--- config.mk ---
export PLATFORM = sky130hd
export DESIGN_NAME = matrix_vec_feeder
export DESIGN_NICKNAME = d
export VERILOG_FILES = /design/src/rtl/matrix_vec_feeder.sv
export SDC_FILE = /design/constraint.sdc
export NUM_CORES = 1
export LEC_CHECK = 0
export ABC_AREA = 0
export CAP_MARGIN = 20
export CELL_PAD_IN_SITES_DETAIL_PLACEMENT = 2
export CELL_PAD_IN_SITES_GLOBAL_PLACEMENT = 2
export CORE_MARGIN = 2
export CORE_UTILIZATION = 25
export DETAILED_ROUTE_END_ITERATION = 10
export HOLD_SLACK_MARGIN = 0.02
export PLACE_DENSITY = 0.9
export SYNTH_ARGS = -nofsm -noshare
export SYNTH_HDL_FRONTEND = slang
export SYNTH_SLANG_ARGS = --single-unit
--- constraint.sdc ---
create_clock -name clk -period 4.45 [get_ports clk]
set_input_delay 0.445 -clock clk [delete_from_list [all_inputs] [get_ports clk]]
set_output_delay 0.445 -clock clk [all_outputs]
set_load 0.03 [all_outputs]
--- src/rtl/matrix_vec_feeder.sv ---
// ----------------------------------------------------------------------------
// matrix_vec_feeder
//
// Sequencer around the combinational 3x3 constant-matrix multiplier
// (matrix_mult). It gathers three serial input elements into B0..B2. It then
// holds B stable for SETTLE_CYCLES so the multicycle path through matrix_mult
// can settle. Finally it captures C0..C2 into R0..R2 and offers them downstream.
//
// Handshake rule (both interfaces): a transfer happens on a rising clk edge
// where valid and ready are both high. The producer may raise or drop valid at
// any time. Ready never depends combinationally on valid.
//
// Parameters
//   INPUT_BIT_WIDTH   element width (B0..B2, in_data)
//   OUTPUT_BIT_WIDTH  result width (C0..C2, R0..R2)
//   SETTLE_CYCLES     cycles B is held before C is captured, legal 1..15
//
// Ports
//   clk, rst_n            clock, synchronous active-low reset
//   in_data/valid/ready   serial element stream, order B0, B1, B2
//   B0..B2                registered vector driven into matrix_mult
//   C0..C2                combinational products from matrix_mult
//   R0..R2, res_valid     captured results offered downstream
//   res_ready             downstream accepts the results
//   vec_count             (MATRIX_FEEDER_CNT_EN only) count of result handshakes
//
// Configuration
//   MATRIX_FEEDER_CNT_EN  adds the 16-bit wrapping vec_count output
// ----------------------------------------------------------------------------
module matrix_vec_feeder #(
    parameter int INPUT_BIT_WIDTH  = 4,
    parameter int OUTPUT_BIT_WIDTH = 16,
    parameter int SETTLE_CYCLES    = 2
) (
    input  logic                        clk,
    input  logic                        rst_n,
    input  logic [INPUT_BIT_WIDTH-1:0]  in_data,
    input  logic                        in_valid,
    output logic                        in_ready,
    output logic [INPUT_BIT_WIDTH-1:0]  B0,
    output logic [INPUT_BIT_WIDTH-1:0]  B1,
    output logic [INPUT_BIT_WIDTH-1:0]  B2,
    input  logic [OUTPUT_BIT_WIDTH-1:0] C0,
    input  logic [OUTPUT_BIT_WIDTH-1:0] C1,
    input  logic [OUTPUT_BIT_WIDTH-1:0] C2,
    output logic [OUTPUT_BIT_WIDTH-1:0] R0,
    output logic [OUTPUT_BIT_WIDTH-1:0] R1,
    output logic [OUTPUT_BIT_WIDTH-1:0] R2,
`ifdef MATRIX_FEEDER_CNT_EN
    output logic [15:0]                 vec_count,
`endif
    output logic                        res_valid,
    input  logic                        res_ready
);

    typedef enum logic [1:0] {
        ST_COLLECT = 2'd0,
        ST_SETTLE  = 2'd1,
        ST_HOLD    = 2'd2
    } state_t;

    // The settle counter loads SETTLE_CYCLES-1 and captures when it reaches 0.
    // Results therefore appear on the SETTLE_CYCLES-th edge after B2 is taken.
    localparam logic [3:0] CNT_INIT = 4'(SETTLE_CYCLES - 1);

    state_t                      state_q, state_d;
    logic [1:0]                  idx_q, idx_d;
    logic [3:0]                  cnt_q, cnt_d;
    logic [INPUT_BIT_WIDTH-1:0]  b0_q, b0_d, b1_q, b1_d, b2_q, b2_d;
    logic [OUTPUT_BIT_WIDTH-1:0] r0_q, r0_d, r1_q, r1_d, r2_q, r2_d;
    logic                        res_valid_q, res_valid_d;
`ifdef MATRIX_FEEDER_CNT_EN
    logic [15:0]                 vec_count_q, vec_count_d;
`endif
    logic                        accept;

    always_comb begin
        state_d     = state_q;
        idx_d       = idx_q;
        cnt_d       = cnt_q;
        b0_d        = b0_q;
        b1_d        = b1_q;
        b2_d        = b2_q;
        r0_d        = r0_q;
        r1_d        = r1_q;
        r2_d        = r2_q;
        res_valid_d = res_valid_q;
`ifdef MATRIX_FEEDER_CNT_EN
        vec_count_d = vec_count_q;
`endif

        // While a result waits in HOLD, B0 and B1 of the next vector may load.
        // B2 must wait, because taking it would start a new settle window.
        case (state_q)
            ST_COLLECT: in_ready = 1'b1;
            ST_HOLD:    in_ready = (idx_q != 2'd2);
            default:    in_ready = 1'b0;
        endcase
        accept = in_valid && in_ready;

        if (accept) begin
            case (idx_q)
                2'd0:    b0_d = in_data;
                2'd1:    b1_d = in_data;
                default: b2_d = in_data;
            endcase
        end

        case (state_q)
            ST_COLLECT: begin
                if (accept) begin
                    if (idx_q == 2'd2) begin
                        idx_d   = 2'd0;
                        cnt_d   = CNT_INIT;
                        state_d = ST_SETTLE;
                    end else begin
                        idx_d = idx_q + 2'd1;
                    end
                end
            end
            ST_SETTLE: begin
                if (cnt_q != 4'd0) begin
                    cnt_d = cnt_q - 4'd1;
                end else begin
                    r0_d        = C0;
                    r1_d        = C1;
                    r2_d        = C2;
                    res_valid_d = 1'b1;
                    state_d     = ST_HOLD;
                end
            end
            ST_HOLD: begin
                if (accept) begin
                    idx_d = idx_q + 2'd1;
                end
                if (res_valid_q && res_ready) begin
                    res_valid_d = 1'b0;
                    state_d     = ST_COLLECT;
`ifdef MATRIX_FEEDER_CNT_EN
                    vec_count_d = vec_count_q + 16'd1;
`endif
                end
            end
            default: begin
                state_d = ST_COLLECT;
            end
        endcase
    end

    always_ff @(posedge clk) begin
        if (!rst_n) begin
            state_q     <= ST_COLLECT;
            idx_q       <= 2'd0;
            cnt_q       <= 4'd0;
            b0_q        <= '0;
            b1_q        <= '0;
            b2_q        <= '0;
            r0_q        <= '0;
            r1_q        <= '0;
            r2_q        <= '0;
            res_valid_q <= 1'b0;
`ifdef MATRIX_FEEDER_CNT_EN
            vec_count_q <= 16'd0;
`endif
        end else begin
            state_q     <= state_d;
            idx_q       <= idx_d;
            cnt_q       <= cnt_d;
            b0_q        <= b0_d;
            b1_q        <= b1_d;
            b2_q        <= b2_d;
            r0_q        <= r0_d;
            r1_q        <= r1_d;
            r2_q        <= r2_d;
            res_valid_q <= res_valid_d;
`ifdef MATRIX_FEEDER_CNT_EN
            vec_count_q <= vec_count_d;
`endif
        end
    end

    assign B0        = b0_q;
    assign B1        = b1_q;
    assign B2        = b2_q;
    assign R0        = r0_q;
    assign R1        = r1_q;
    assign R2        = r2_q;
    assign res_valid = res_valid_q;
`ifdef MATRIX_FEEDER_CNT_EN
    assign vec_count = vec_count_q;
`endif

endmodule

### Word level (Yosys, flattened, before mapping)

Cells that the tools add are included.

| storage, ports and cells | value |
|---|---|
| register bits | 69 |
| input bits | 56 |
| output and inout bits | 62 |
| word-level logic and storage cells | 59 |

| cells by class | value |
|---|---|
| add/sub/neg operators | 2 |
| equal/unequal tests | 11 |
| mux-type cells | 17 |
| bitwise operators | 2 |
| reduce and logical (&&, ||, !) cells | 17 |

Operators by type and width:

| operator | number |
|---|---|
| $mux 2 | 7 |
| $ne 2x2->1 const B | 7 |
| $mux 4 | 3 |
| $pmux 4 s2 | 1 |
| $reduce_and 2->1 | 4 |
| $reduce_and 4->1 | 2 |
| $pmux 2 s3 | 1 |
| $reduce_and 3->1 | 2 |
| $reduce_bool 2->1 | 3 |
| $eq 2x1->1 const B | 2 |
| $eq 2x2->1 const B | 2 |
| $logic_not 2->1 | 2 |
| $pmux 1 s2 | 2 |
| $pmux 2 s2 | 1 |
| $reduce_bool 4->1 | 1 |
| $sub 4x1->4 const B | 1 |
| $add 2x1->2 const B | 1 |
| $logic_and 1x1->1 | 2 |
| $mux 1 | 2 |
| $not 1->1 | 2 |
| $reduce_or 2->1 | 1 |

### Longest topological paths before layout

Gate-level depths: netlist (run 1).

| logic depth | value |
|---|---|
| depth in word-level cells | 5 |
| depth in mapped cells | 6 |
| mapped depth without buffers | 5 |

### Least setup slack after synthesis (run 1)

Ideal clock, no wire load.

| timing path | value |
|---|---|
| path type | reg-to-reg |
| start point | reg cnt_q[0] |
| end point | reg r0_q[0] (netlist: R0[0]) |
| library setup time | 132 ps |
| data arrival time | 1,377 ps |
| required time | 4,318 ps |
| path slack | 2,941 ps |
| cell stages (with the launch flop) | 7 |
| buffers on the path | 1 |
| clock period less this slack | 1,509 ps |
| cell sequence | dfxtp_1 -> inv_1 -> ha_1 -> or3b_4 -> clkbuf_2 -> o21ai_0 -> a21oi_1 |

| between the ends | value |
|---|---|
| word-level cells in the longest chain between the ends | 3 |

Ends and longest elaborated chain:

| element | RTL line | source |
|---|---|---|
| start, declared | 68 | `logic [3:0] cnt_q, cnt_d;` |
| start signal, assigned | 168 | `cnt_q <= cnt_d;` |
| $reduce_bool 4->1 | 122 | `if (cnt_q != 4'd0) begin` |
| $not 1->1 (no line) | -- |  |
| $reduce_and 2->1 (no line) | -- |  |
| end signal, assigned | 172 | `r0_q <= r0_d;` |
| end, declared | 70 | `logic [OUTPUT_BIT_WIDTH-1:0] r0_q, r0_d, r1_q, r1_d, r2_q, r2_d;` |

Every way passes these cells.
A chain may end at the register's enable or synchronous reset.

### Worst setup path after layout (run 1)

| timing path | value |
|---|---|
| start point | reg cnt_q[0] |
| end point | reg cnt_q[0] |

| between the ends | value |
|---|---|
| word-level cells in the longest chain between the ends | 3 |
| elaborated cells between the ends (all ways) | 6 |
| those cells by class | add/sub (1); eq/ne (1); mux (2); reduce/logical (2) |

Ends and longest elaborated chain:

| element | RTL line |
|---|---|
| $sub 4x1->4 / $reduce_bool 4->1 (equally long branches) | 123, 122 |
| $mux 4 / $ne 2x2->1 (equally long branches) | -- |
| $pmux 4 s2 / $reduce_and 4->1 (equally long branches) | -- |

Several ways; a longest one is shown, not always the timed one. The select of a mux whose other input is x is not followed.

==> out/results.txt, run 1 <==
top cell type's share of synthesized area -> 49.7%
vias per inst -> 4.91
most common cell in the netlist -> dfxtp_1
global routing's busiest layer -> met2
crit-path max FO -> 27
drt total wl -> 9760 um
# IOs -> 118
GRT overflow -> 0
Setup crit end kind -> register
drt drc -> 0
DRT Pass-1 Iters -> 4
Adder-Cell Fraction of Synth Area -> 0.900%
simple-gate share of the synthesized area -> 16.5%
setup TNS -> 0 ns
Post-Synth XOR/XNOR Area -> 0%
r2r endpoint -> cnt_q[0]
clock buffer count from CTS -> 9
YS warnings -> 0
ant diodes -> 0
clock sinks -> 69
Pleak -> 1.39 nW
PwrDens -> 330 nW/um^2
initial antenna violation count -> 0
Area growth, synth to finish -> 53.8%
ranking of synthesized cells by area -> dfxtp_1, a21oi_1, nand3_1, o21ai_0, mux2i_1
hpwl dp -> 6530 um
die area -> 12000 sq um
sequential-to-total area share from yosys stat -> 49.7%
Worst Setup EP -> cnt_q[0]
Synth area leader -> dfxtp_1
Cells after Synth -> 318
post-synth net total -> 376
nets@finish -> 478
multi-input logic area -> 1220 sq um
die width -> 109 um
HP Class -> reg2reg
relative slew slack -> 30.5%
CORE AREA -> 10800 sq um
Post-CTS Setup Inserts -> 0
clock slew at reported path FFs -> 0.08 ns
WP data required -> 4.68 ns
PortBufs -> 117
R2R depth -> 6
fraction of registers with async set/reset -> 0%
setup skew after layout -> 0.0109 ns
Setup WS post-layout -> 1.94 ns
Hold Vio Cnt, Final -> 0
R2R Setup Slk -> 1.94 ns
Synth cell types -> 38
CP arrival -> 2.74 ns
met2 Use GR -> 30.6%
Final GP Congestion -> 0.722
CTS Buffer Depth -> 2
Initial Utilization -> 25.6%
sequential cell area -> 1380 sq um
outcome -> completed
Critical Path Start -> cnt_q[0]
vias -> 2775
dpl ws -> 1.94 ns
CTS tree -> built
vias in the first global route -> 3004
Post-DRT Antenna Nets -> 0
measured slew at the worst slew-check pin -> 1.04 ns
Max VDD drop -> 0.132 mV
wire length of the first global-routing pass -> 15600 um
multiplexer share of the synthesized area -> 2.88%
Tmin final -> 2.51 ns
GRT met1 Usage -> 19.8%
Synth Area in Compound Gates -> 23.5%
Setup violations, final -> 0
Post-synth EDFFs -> 0
cell row count -> 38
largest family of logic cells by synthesized area -> compound AO/OA/AOI/OAI gates
wire per inst -> 17.3 um
CTS HTree Levels -> 3
CTS root buf -> clkbuf_8
syn avg cell area -> 8.74 sq um
Mapped Area -> 2780 sq um
Setup CP Type -> reg2reg
Pins Over Slew Limit -> 0
Commonest cells post-synth -> dfxtp_1, a21oi_1, nand3_1
Synth Flop Type -> dfxtp_1
Worst setup SP type -> register
GRT met3 Usage -> 3.14%
Die Height -> 109 um
largest net degree at the start of global routing -> 65
Worst R2R Start -> cnt_q[0]
share of cells above drive strength 1 -> 6.12%
Layout fillers -> 1217
drt first-iter violations -> 70
overall routing resource usage -> 16.6%
fin crit share -> 56.3%
Fmax -> 399 MHz
RSZ-0062 raised after global routing -> false
Skew-Pair Late Insertion Delay -> 0.34 ns
hold_buf cts -> 0
flops & latches, synth -> 69
cts repair resizes -> 0
Max Cap Viol -> 0
[placed cells by master, fill, tap and decap left out, types with 2 or more instances in the layout]
cell / Yosys / routed
clkdlybuf4s50_1: 0 / 117
o21a_1: 2 / 2
o21ai_1: 8 / 8
o21ai_0: 47 / 47
clkbuf_8: 0 / 9
nand3_1: 53 / 53
mux2i_1: 8 / 8
bufinv_16: 0 / 3
nand2b_1: 3 / 2
inv_1: 6 / 6
dfxtp_1: 69 / 69
nor2_1: 11 / 11
nand2_1: 2 / 2
a21oi_1: 57 / 57
ha_1: 2 / 2
[power breakdown]
group,internal (mW),leakage (nW),total [mW],switching (mW)
combinational,0.0761,0.715,0.146,0.0699
sequential,0.628,0.557,0.637,0.00926
clock,0.373,0.116,0.628,0.255
[kinds of logic (layout without fill, tap and decap cells)]
| group | Yosys count | count (layout) |
|---|---|---|
| buffers and inverters | 36 | 143 |
| AOI/OAI and AO/OA | 122 | 122 |
| and+or+nand+nor | 81 | 81 |
| DFF | 69 | 69 |
| muxes | 8 | 8 |
| adders and majority gates | 2 | 2 |
[worst max-delay path, cell delays in order (launching register included)]
cell and delay, ns:
dfxtp_1 0.37, inv_1 0.10, ha_1 0.19, nor3b_4 0.86, buf_4 0.44, o22ai_1 0.19
o21a_1 0.23
[final cells by class]
cell class	count	share of cell area (%)
inverter	7	0.615
clock inverter	6	2.61
timing repair buffer	120	28.7
sequential	69	32.3
multi-input combinational	213	28.7
tap	140	4.10
clock buffer	10	2.99
[state kept, by name, indices dropped and copies added, names as in the netlist]
signal / cells
idx_q: 2
R0: 16
R1: 16
res_valid: 1
state_q: 2
B1: 4
B2: 4
R2: 16
cnt_q: 4
B0: 4
[per-stage QoR]
step	hold WS [ns]	utilization [%]	cell area (sq um)	std cells	power (mW)
5_1_grt	0.514	39.4	4270	565	1.47
3_5_place_dp	0.473	37.0	4010	548	0.796
2_1_floorplan	0.465	-	2780	318	0.713
4_1_cts	0.489	39.2	4250	564	1.43
3_3_place_gp	0.462	36.8	3990	547	0.791
6_report	0.482	39.4	4270	565	1.41
[how the worst min path moves through the flow]
stage,slack [ns],to,from,depth (start not counted)
after floorplan,0.46,cnt_q[1],cnt_q[1],2
final,0.48,R1[14],R1[14],2
after CTS,0.49,R2[3],R2[3],2
after detailed placement,0.47,R2[2],R2[2],2
after global placement,0.46,R0[7],R0[7],2
after global routing,0.51,B2[2],B2[2],2
[layer usage]
metal | share of wire [%] | up-vias | wire, um
met5 | 0 | - | 0
met1 | 42 | 1360 | 4100
met4 | 0.82 | 0 | 80
li1 | - | 1343 | -
met2 | 53 | 66 | 5200
met3 | 3.9 | 6 | 385
Note: power is estimated with default switching activity, not from simulation.
==> inputs of run 2 (changes only) <==
- CORE_UTILIZATION: 25 -> 21
- PLACE_DENSITY: 0.9 -> 0.81
- clock period: 4.45 -> 2.3 ns (I/O delays scaled with it)
==> run 2 against run 1 <==
  * Clock skew is 0.0042 ns lower
  * Sequential share of layout area shrank 1.4 points
  * Register-to-register slack got worse by 1.6 ns
  * Combinational power grew 95%
  * Critical endpoint is now in_ready
  * Highest routed layer unchanged
  * Critical path type is now reg2out
  * Utilization down 5.3 points
  * Global-route usage shrank 1.9 points
  * Largest cell class unchanged
  * Routed wire length increased by 3.5%
==> out/results.txt, run 2 (synthesis gave the netlist of run 1 again) <==
largest net degree at the start of global routing -> 51
cts repair resizes -> 0
CTS root buf -> clkbuf_16
CORE AREA -> 13100 sq um
Post-DRT Antenna Nets -> 0
Gate power share -> 9.0%
clock sinks -> 69
CP arrival -> 1.84 ns
fin crit share -> 90.0%
HP Class -> in2reg
overall routing resource usage -> 14.7%
share of cells above drive strength 1 -> 7.66%
die area -> 14200 sq um
sequential fraction of design power -> 39.3%
Cells after DPL -> 592
Max VDD drop -> 0.462 mV
CTS HTree Levels -> 3
PortBufs -> 117
CTS Buffer Depth -> 2
wire length of the first global-routing pass -> 16400 um
drt drc -> 0
switch share -> 21.2%
Hold Vio Cnt, Final -> 0
drt first-iter violations -> 92
Fmax -> 483 MHz
Initial Utilization -> 21.2%
R2R Setup Slk -> 0.39 ns
RSZ-0062 raised after global routing -> false
measured slew at the worst slew-check pin -> 0.588 ns
Max Cap Viol -> 0
vias -> 2830
PwrDens -> 705 nW/um^2
Post-CTS Setup Inserts -> 0
Setup crit end kind -> primary output
commonest non-fill, non-tap cells in the layout -> clkdlybuf4s50_1, dfxtp_1, a21oi_1, nand3_1, o21ai_0
Critical Path Start -> state_q[1]
Setup CP Type -> reg2out
Worst R2R Start -> cnt_q[0]
setup TNS -> 0 ns
die width -> 119 um
Int Pwr -> 2.48 mW
Worst setup SP type -> register
ant diodes -> 0
post-route insts no fill -> 607
drt total wl -> 10100 um
wire per inst -> 16.6 um
sw power -> 0.667 mW
nets@finish -> 485
vias per inst -> 4.66
Tmin final -> 2.07 ns
clock slew at reported path FFs -> 0.06 ns
clock buffer count from CTS -> 9
Die Height -> 119 um
Setup violations, final -> 0
CTS tree -> built
vias in the first global route -> 3123
worst min-delay path startpoint -> C2[5]
cell row count -> 42
hpwl dp -> 7160 um
WP data required -> 2.07 ns
initial antenna violation count -> 0
Final GP Congestion -> 0.724
Area growth, synth to finish -> 60.5%
Layout fillers -> 1458
Skew-Pair Late Insertion Delay -> 0.34 ns
# IOs -> 118
hold_buf cts -> 0
Pins Over Slew Limit -> 0
crit-path max FO -> 9
Pleak -> 1.47 nW
most common cell after layout, fill and taps aside -> clkdlybuf4s50_1
Clock Power Share -> 51.7%
GRT overflow -> 0
DRT Pass-1 Iters -> 4
outcome -> completed
setup skew after layout -> 0.00671 ns
relative slew slack -> 60.8%
==> run 2: cell count changes in the layout (fill, tap and decap cells not counted) <==
cell        before  now
clkinvlp_4       1    0
clkbuf_16        0    9
buf_16           1    0
clkbuf_8         9    2
clkinv_4         1    0
clkbuf_1         1    0
buf_4            1    9
==> run 2: path summary, 6_finish.rpt <==
kind,end,depth (start not counted)
setup / recovery,in_ready,3
hold / removal,R2[5],3
setup reg to reg,R0[2],5
hold reg to reg,R1[14],2
==> run 2: layout make-up <==
cell class	count	area (sq um)	area share (%)
sequential	69	1380	31.0
timing repair buffer	127	1260	28.2
multi-input combinational	213	1220	27.5
clock buffer	11	253	5.67
tap	176	220	4.94
clock inverter	4	95.1	2.13
inverter	7	26.3	0.589
==> run 2: worst max-delay path, stage by stage, from the launching register on <==
cell             delay (ns)
dfxtp_1                0.51
inv_1                  0.11
o31a_1                 0.30
clkdlybuf4s50_1        0.59
==> run 2: metal layers <==
metal  share of wire [%]  GRT usage [%]  vias up
met5                   0              0        -
met4                 1.7           5.80        0
met3                 4.8           3.54       12
met2                  50           25.0       79
met1                  44           17.8     1387
li1                    -              -     1352
==> run 2: power groups by stage <==
stage                     registers (mW)  logic [mW]  clock network (mW)
after global placement              1.26       0.280                   0
after CTS                           1.23       0.289                1.67
after floorplan                     1.29      0.0897                   0
after global routing                1.24       0.307                1.72
after detailed placement            1.26       0.286                   0
final                               1.23       0.284                1.62
==> run 2: through the flow <==
step           setup WS (ns)  power (mW)  cell area, sq um  hold slack, ns  utilization (%)
2_1_floorplan          0.791        1.38              2780           0.347                -
3_3_place_gp           0.524        1.54              4110           0.463             31.4
3_5_place_dp           0.358        1.55              4110           0.477             31.4
4_1_cts                0.197        3.20              4460           0.446             34.1
5_1_grt                0.149        3.26              4460           0.473             34.1
6_report               0.231        3.14              4460           0.463             34.1
==> inputs of run 3 (changes only) <==
- MAX_ROUTING_LAYER: default -> met4
==> run 3 against run 2 <==
  * Sequential share of layout area is the same
  * Critical endpoint unchanged
  * Via count shrank 0.14%
  * Fmax is essentially flat
  * Power is essentially flat
  * Global-route usage grew 0.42 points
  * Clock skew is essentially flat
==> out/results.txt, run 3 (synthesis gave the netlist of run 1 again) <==
outcome -> completed
cell row count -> 42
CP arrival -> 1.84 ns
ant diodes -> 0
clock sinks -> 69
max incr delay on CP -> 0.59 ns
vias -> 2826
nets@finish -> 485
Max Cap Viol -> 0
vias in the first global route -> 3118
clock slew at reported path FFs -> 0.06 ns
RSZ-0062 raised after global routing -> false
Pleak -> 1.47 nW
Skew-Pair Late Insertion Delay -> 0.34 ns
die width -> 119 um
Setup CP Type -> reg2out
# IOs -> 118
most common cell after layout, fill and taps aside -> clkdlybuf4s50_1
Cells after DPL -> 592
vias per inst -> 4.66
overall routing resource usage -> 15.1%
Post-CTS Setup Inserts -> 0
wire per inst -> 16.7 um
measured slew at the worst slew-check pin -> 0.603 ns
PortBufs -> 117
hpwl dp -> 7160 um
post-route insts no fill -> 607
drt total wl -> 10100 um
GRT overflow -> 0
slowest CP cell -> clkdlybuf4s50_1
drt drc -> 0
clock buffer count from CTS -> 9
CTS Buffer Depth -> 2
hold_buf cts -> 0
CORE AREA -> 13100 sq um
multi-input logic area -> 1220 sq um
setup skew after layout -> 0.00639 ns
commonest non-fill, non-tap cells in the layout -> clkdlybuf4s50_1, dfxtp_1, a21oi_1, nand3_1, o21ai_0
CTS root buf -> clkbuf_16
PwrDens -> 705 nW/um^2
Area growth, synth to finish -> 60.5%
drt first-iter violations -> 123
Fmax -> 483 MHz
DRT Pass-1 Iters -> 4
largest net degree at the start of global routing -> 51
fin crit share -> 90.0%
Layout fillers -> 1458
Die Height -> 119 um
Pins Over Slew Limit -> 0
Setup violations, final -> 0
Max VDD drop -> 0.461 mV
CTS HTree Levels -> 3
share of cells above drive strength 1 -> 7.66%
WP data required -> 2.07 ns
wire length of the first global-routing pass -> 16400 um
Tmin final -> 2.07 ns
cts repair resizes -> 0
Worst setup SP type -> register
Initial Utilization -> 21.2%
Setup crit end kind -> primary output
HP Class -> in2reg
relative slew slack -> 59.7%
Cell Chain, Critical Path -> inv_1, o31a_1, clkdlybuf4s50_1
Hold Vio Cnt, Final -> 0
initial antenna violation count -> 0
CTS tree -> built
crit-path max FO -> 9
Post-DRT Antenna Nets -> 0
Final GP Congestion -> 0.733
sequential cell area -> 1380 sq um
die area -> 14200 sq um
setup TNS -> 0 ns
[run 3: cell counts in the layout (fill, tap and decap cells not counted)]
Identical to the previous run, type by type.
[run 3: routing by layer]
metal  share of wire [%]  vias up  GRT usage, %
met5                   0        -             -
li1                    -     1352             -
met3                 4.5       14          3.40
met4                 1.7        0          5.80
met2                  49       81          25.1
met1                  45     1379          17.8
[run 3: worst max-delay path: cells and delay by family (launching register included)]
kind / cells / cell delay, ns
buffers and inverters: 2 / 0.70
flip-flops: 1 / 0.51
AO/OA/AOI/OAI: 1 / 0.30
[run 3: report_power, final]
group,switching [mW],internal [mW],leakage [nW]
combinational,0.135,0.149,0.739
sequential,0.0177,1.22,0.557
clock,0.515,1.11,0.172
[run 3: final cells by class]
class | instances | share of cell area, %
clock buffers | 11 | 5.67
clock inverters | 4 | 2.13
multi-input cells | 213 | 27.5
inverters | 7 | 0.589
well taps | 176 | 4.94
flip-flops and latches | 69 | 31.0
repair buffers | 127 | 28.2
[run 3: worst paths after layout]
kind / from / to / slack (ns) / depth (start not counted)
setup / recovery: state_q[1] / in_ready / 0.23 / 3
hold / removal: C2[5] / R2[5] / 0.46 / 3
setup reg to reg: cnt_q[0] / R0[2] / 0.39 / 5
hold reg to reg: R1[11] / R1[11] / 0.48 / 2
[run 3: per-stage QoR]
step	instance area, sq um	power [mW]	utilization, %	setup WS, ns	hold WS [ns]
after floorplan	2780	1.38	-	0.791	0.347
after global placement	4110	1.54	31.4	0.524	0.463
after detailed placement	4110	1.55	31.4	0.358	0.477
after CTS	4460	3.20	34.1	0.197	0.446
after global routing	4460	3.26	34.1	0.149	0.473
final	4460	3.14	34.1	0.231	0.457
